## src/rtl/fir_pkg.sv

```systemverilog
// Shared widths, saturation limit and FSM state type for the FIR result receiver.
package fir_pkg;
  localparam int FIR_OUT_W = 18;
  localparam int SAMPLE_W  = 16;
  localparam logic [FIR_OUT_W-1:0] SAT_MAX = 18'd65535;

  typedef enum logic [1:0] {
    ST_EMPTY  = 2'd0,
    ST_ACTIVE = 2'd1,
    ST_FULL   = 2'd2
  } fir_state_e;
endpackage

```

## src/rtl/sync_fifo.sv

```systemverilog
// Word storage with wrapping read/write pointers; occupancy is tracked by the caller.
module sync_fifo
  import fir_pkg::*;
#(
  parameter int DEPTH = 8,
  parameter int W     = SAMPLE_W
) (
  input  logic         clk,
  input  logic         rst,
  input  logic         push,
  input  logic         pop,
  input  logic [W-1:0] wdata,
  output logic [W-1:0] rdata
);
  localparam int PW = $clog2(DEPTH);

  logic [W-1:0]  mem [DEPTH];
  logic [PW-1:0] wr_ptr;
  logic [PW-1:0] rd_ptr;

  // Power-of-two depth lets the pointers wrap naturally.
  always_ff @(posedge clk) begin
    if (rst) begin
      wr_ptr <= '0;
      rd_ptr <= '0;
    end else begin
      if (push) wr_ptr <= wr_ptr + 1'b1;
      if (pop)  rd_ptr <= rd_ptr + 1'b1;
    end
  end

  always_ff @(posedge clk) begin
    if (!rst && push) mem[wr_ptr] <= wdata;
  end

  assign rdata = mem[rd_ptr];
endmodule

```

## src/rtl/fir_result_rx.sv

```systemverilog
// FIR result receiver: converts 18-bit results to 16 bits and queues them for a ready/valid sink.
//
// state     | meaning
// ST_EMPTY  | no stored words, m_valid low
// ST_ACTIVE | 0 < level < DEPTH
// ST_FULL   | level == DEPTH, further results are dropped unless popping
module fir_result_rx
  import fir_pkg::*;
#(
  parameter int DEPTH        = 8,
  parameter int AFULL_MARGIN = 4
) (
  input  logic                       clk,
  input  logic                       rst,
  input  logic                       complete,
  input  logic [FIR_OUT_W-1:0]       fir_data,
  input  logic                       sat_en,
  output logic                       m_valid,
  output logic [SAMPLE_W-1:0]        m_data,
  input  logic                       m_ready,
  output logic                       src_accept,
  output logic                       overflow,
  input  logic                       clr_ovf,
  output logic [$clog2(DEPTH):0]     level,
  output logic [SAMPLE_W-1:0]        sample_cnt
);
  localparam int LW = $clog2(DEPTH) + 1;
  localparam logic [LW-1:0] FULL_LVL = LW'(DEPTH);

  fir_state_e state, state_next;
  logic [LW-1:0]       level_next;
  logic [SAMPLE_W-1:0] conv_word;
  logic [SAMPLE_W-1:0] fifo_rdata;
  logic                push, pop, drop;

  assign pop  = m_valid && m_ready;
  assign push = complete && ((level < FULL_LVL) || pop);
  assign drop = complete && (level == FULL_LVL) && !pop;

  always_comb begin
    conv_word = fir_data[SAMPLE_W-1:0];
    if (sat_en && (fir_data > SAT_MAX)) conv_word = SAT_MAX[SAMPLE_W-1:0];
  end

  always_comb begin
    level_next = level;
    if (push && !pop)      level_next = level + 1'b1;
    else if (pop && !push) level_next = level - 1'b1;
  end

  sync_fifo #(.DEPTH(DEPTH), .W(SAMPLE_W)) u_fifo (
    .clk   (clk),
    .rst   (rst),
    .push  (push),
    .pop   (pop),
    .wdata (conv_word),
    .rdata (fifo_rdata)
  );

  always_ff @(posedge clk) begin
    if (rst) state <= ST_EMPTY;
    else     state <= state_next;
  end

  always_comb begin
    state_next = state;
    case (state)
      ST_EMPTY:  if (push) state_next = ST_ACTIVE;
      ST_ACTIVE: begin
        if (push && !pop && level == FULL_LVL - 1'b1) state_next = ST_FULL;
        else if (pop && !push && level == LW'(1))     state_next = ST_EMPTY;
      end
      ST_FULL:   if (pop && !push) state_next = ST_ACTIVE;
      default:   state_next = ST_EMPTY;
    endcase
  end

  // Storage is never reset, so the output word is forced to zero while empty.
  always_comb begin
    m_valid = (state != ST_EMPTY);
    m_data  = m_valid ? fifo_rdata : '0;
  end

  always_ff @(posedge clk) begin
    if (rst) begin
      level      <= '0;
      sample_cnt <= '0;
      overflow   <= 1'b0;
      src_accept <= 1'b1;
    end else begin
      level      <= level_next;
      src_accept <= (DEPTH - int'(level_next)) > AFULL_MARGIN;
      if (push)         sample_cnt <= sample_cnt + 1'b1;
      if (drop)         overflow   <= 1'b1;
      else if (clr_ovf) overflow   <= 1'b0;
    end
  end
endmodule

```

## config.mk

```make
export PLATFORM = sky130hd
export DESIGN_NAME = fir_result_rx
export DESIGN_NICKNAME = d
export VERILOG_FILES = /design/src/rtl/fir_pkg.sv /design/src/rtl/sync_fifo.sv /design/src/rtl/fir_result_rx.sv
export SDC_FILE = /design/constraint.sdc
export NUM_CORES = 1
export LEC_CHECK = 0
export BUFFER_PORTS_ARGS = -buffer_cell sky130_fd_sc_hd__buf_2
export CELL_PAD_IN_SITES_DETAIL_PLACEMENT = 2
export CELL_PAD_IN_SITES_GLOBAL_PLACEMENT = 2
export CORE_MARGIN = 1.5
export CORE_UTILIZATION = 40
export CTS_BUF_LIST = sky130_fd_sc_hd__clkbuf_4
export CTS_CLUSTER_DIAMETER = 40
export DETAILED_ROUTE_END_ITERATION = 10
export HOLD_SLACK_MARGIN = 0.05
export PLACE_DENSITY = 0.89
export SLEW_MARGIN = 20
export SYNTH_ARGS = -nofsm -noshare
export SYNTH_HDL_FRONTEND = slang
export SYNTH_SLANG_ARGS = --single-unit
```

## constraint.sdc

```tcl
create_clock -name clk -period 2.7 [get_ports clk]
set_input_delay 0.135 -clock clk [delete_from_list [all_inputs] [get_ports clk]]
set_output_delay 0.135 -clock clk [all_outputs]
set_load 0.05 [all_outputs]
```

==> run_results.csv <==
group,metric,value,unit
sta,finalSetupTns,0,ns
cts,ctsHoldBuffers,5,
logic_synthesis,ys_seq_area_frac,0.681,
global_routing,antenna_found_initial,1,
logic_synthesis,ys_ff_latch,161,
sta,maxSlewViolCount,0,
setup_path,cp-start-kind,"flip-flop",
cells_and_area,finalInstanceArea,7540,um^2
drt,route.detailed.drc,0,
setup_path,critPathSlowestCell,"buf_4",
logic_synthesis,synth.distinct_cells,47,
setup_path,crit_arrival,2.38,ns
cells_and_area,area_growth,14.0,%
logic_synthesis,synthCells,413,
global_routing,grt_start_max_net_pins,39,
global_routing,gr-total-overflow,0,
global_routing,grt_pass1_wl,27400,um
cts,cts_resized,0,
logic_synthesis,mappedNetlistNets,444,
floorplan,initial_utilization,0.414,
power,cellPowerDensity,613,nW/um^2
setup_path,cp_cell_sequence,"buf_4, mux4_2, mux2i_1, nor2_1, buf_2",
setup_path,crit_path_end_kind,"output pin",
sta,hold_violations,0,
sta,slew_headroom,0.469,
cts,cts_tree,"done",
sta,worstMarginPinSlew,0.797,ns
sta,layout_min_cycle_time,2.52,ns
floorplan,ios,63,
global_routing,grt_usage,0.217,
floorplan,die-width,132,um
floorplan,fp.dieH,132,um
placement,io_buffers,62,
min_path,hold_path_class,"in2reg",
floorplan,die-area,17300,um^2
cts,htreeDepth,4,
cells_and_area,final_common_cell,"edfxtp_1",
cells_and_area,drive_above_1_share,0.292,
drt,via_per_inst,5.44,
cts,clock_sinks,161,
sta,clock.fmax,0.397,GHz
setup_path,cp.required,2.57,ns
cells_and_area,final_cell_mix,"edfxtp_1 (128), buf_2 (62), nor2_1 (45)",
placement,gp_congestion,0.706,
placement,hpwl,11900,um
drt,wl_per_cell,24.5,um
cells_and_area,fill_cells,1557,
power,p_leak,2.51,nW
cts,cts_root_buf,"clkbuf_4",
cts,post_cts_buffers,0,
floorplan,rows,46,
cells_and_area,register_area,4510,um^2
setup_path,worstSetupPathType,"reg2out",
cts,clk_latency,0.56,ns
logic_synthesis,synth_edf_count,128,
drt,drtPass1Iterations,4,
logic_synthesis,synth.avg_cell_area,16.0,um^2
logic_synthesis,synthArstFlopShare,0,
drt,vias,3940,
status,outcome,"complete, no violations",
logic_synthesis,synth_area,6620,um^2
logic_synthesis,yosys_most_used_dff,"edfxtp_1",
cells_and_area,multi_input_area,2010,um^2
global_routing,grt_pass1_vias,4383,
drt,drtAntennaViolNets,0,
sta,fin_worst_skew,0.0222,ns
setup_path,cp_max_fo,32,
cells_and_area,nets,526,
power,peakVddDrop,0.219,mV
drt,first_iter_violations,183,
cts,clock_path_buffers,2,
drt,wl,17700,um
sta,rsz0062_at_grt,"false",
cts,cts_buffers,17,
sta,period_share,0.932,
floorplan,core_area,16000,um^2
placement,place_area,7250,um^2
logic_synthesis,synth_warnings,0,
cts,clkSlewWorstSetupHoldPaths,0.14,ns
setup_path,cpPeakStageDelay,0.41,ns
job,max-cap-violations,0,
sta,setup-violations-final,0,
[path summary, 6_finish.rpt]
path / start / to / slack [ns] / depth (start not counted)
setup / recovery: flip-flop / m_data[15] / 0.18 / 5
hold / removal: fir_data[6] / u_fifo.mem[5][6]$_DFFE_PP_ / 0.08 / 2
setup reg to reg: state[1]$_SDFFE_PP0P_ / u_fifo.mem[0][1]$_DFFE_PP_ / 0.33 / 5
hold reg to reg: overflow$_SDFFE_PP0P_ / overflow$_SDFFE_PP0P_ / 0.52 / 2
[flip-flops by register name, summed over array words and instances (netlist names), named ones only]
| register | flops |
|---|---|
| u_fifo.wr_ptr | 3 |
| state | 2 |
| sample_cnt | 16 |
| overflow | 1 |
| src_accept | 1 |
| u_fifo.rd_ptr | 3 |
| u_fifo.mem | 128 |
| level | 4 |
[per-layer routing]
layer	vias up	track usage	wire length [um]
li1	1761	-	-
met1	2066	0.257	7340
met2	92	0.392	9490
met3	21	0.0370	546
met4	0	0.0864	356
met5	-	0	0
[synth_stat cells, drive strengths merged, types with 2 or more instances]
master / number / area, um^2
xor2: 5 / 43.8
inv: 7 / 26.3
mux4: 32 / 721
nand2: 11 / 48.8
o31ai: 5 / 37.5
mux2i: 19 / 190
o211ai: 3 / 22.5
a2111o: 2 / 22.5
clkbuf: 10 / 37.5
buf: 11 / 65.1
o21a: 2 / 15.0
and4: 2 / 20.0
nand3b: 2 / 15.0
nand4: 5 / 31.3
nor2b: 3 / 18.8
nand2b: 19 / 119
o21ai: 9 / 52.6
edfxtp: 128 / 3840
xnor2: 6 / 52.6
and2: 2 / 12.5
nor3: 5 / 25.0
nor2: 45 / 169
a21oi: 15 / 78.8
a211oi: 2 / 15.0
nand3: 2 / 10.0
ha: 7 / 87.6
or4: 5 / 37.5
or3: 4 / 25.0
dfxtp: 33 / 661
nor4: 2 / 12.5
[where the power goes]
group          internal [W]  switching [W]
Combinational      0.000187       0.000384
Clock              0.000458       0.000819
Sequential          0.00273      0.0000444
[critical path, delay by kind of cell, from the launching register on]
kind                   cells  cell delay (ns)
muxes                      2             0.75
buffers and inverters      2             0.63
DFF                        1             0.34
and+or+nand+nor            1             0.07
[cell type report]
class                   instances  share of cell area
clock inverters                12              0.0126
repair buffers                 84              0.0647
clock buffers                  19              0.0189
multi-input cells             224               0.267
flip-flops and latches        161               0.597
diodes                          1            0.000332
well taps                     216              0.0358
inverters                       7             0.00348
[through the flow]
step | setup WS (ns) | cells | power (W) | utilization | hold WS [ns]
6_report | 0.183 | 724 | 0.00462 | 0.471 | 0.0824
4_1_cts | 0.130 | 723 | 0.00467 | 0.471 | 0.0565
3_3_place_gp | 0.687 | 687 | 0.00335 | 0.453 | 0.401
2_1_floorplan | 0.169 | 413 | 0.00321 | - | 0.317
3_5_place_dp | 0.443 | 687 | 0.00340 | 0.453 | 0.442
5_1_grt | 0.0434 | 724 | 0.00479 | 0.471 | 0.105
[kinds of logic after synthesis]
group                    after synthesis  synth area share
XOR/XNOR                              11            0.0146
adder cells (fa/ha/maj)                7            0.0132
multiplexers                          52             0.139
buffers and inverters                 28            0.0195
flip-flops                           161             0.681
AND/OR/NAND/NOR                      110            0.0859
AO/OA/AOI/OAI                         44            0.0467
No activity file was read; power rests on OpenSTA's default activity.
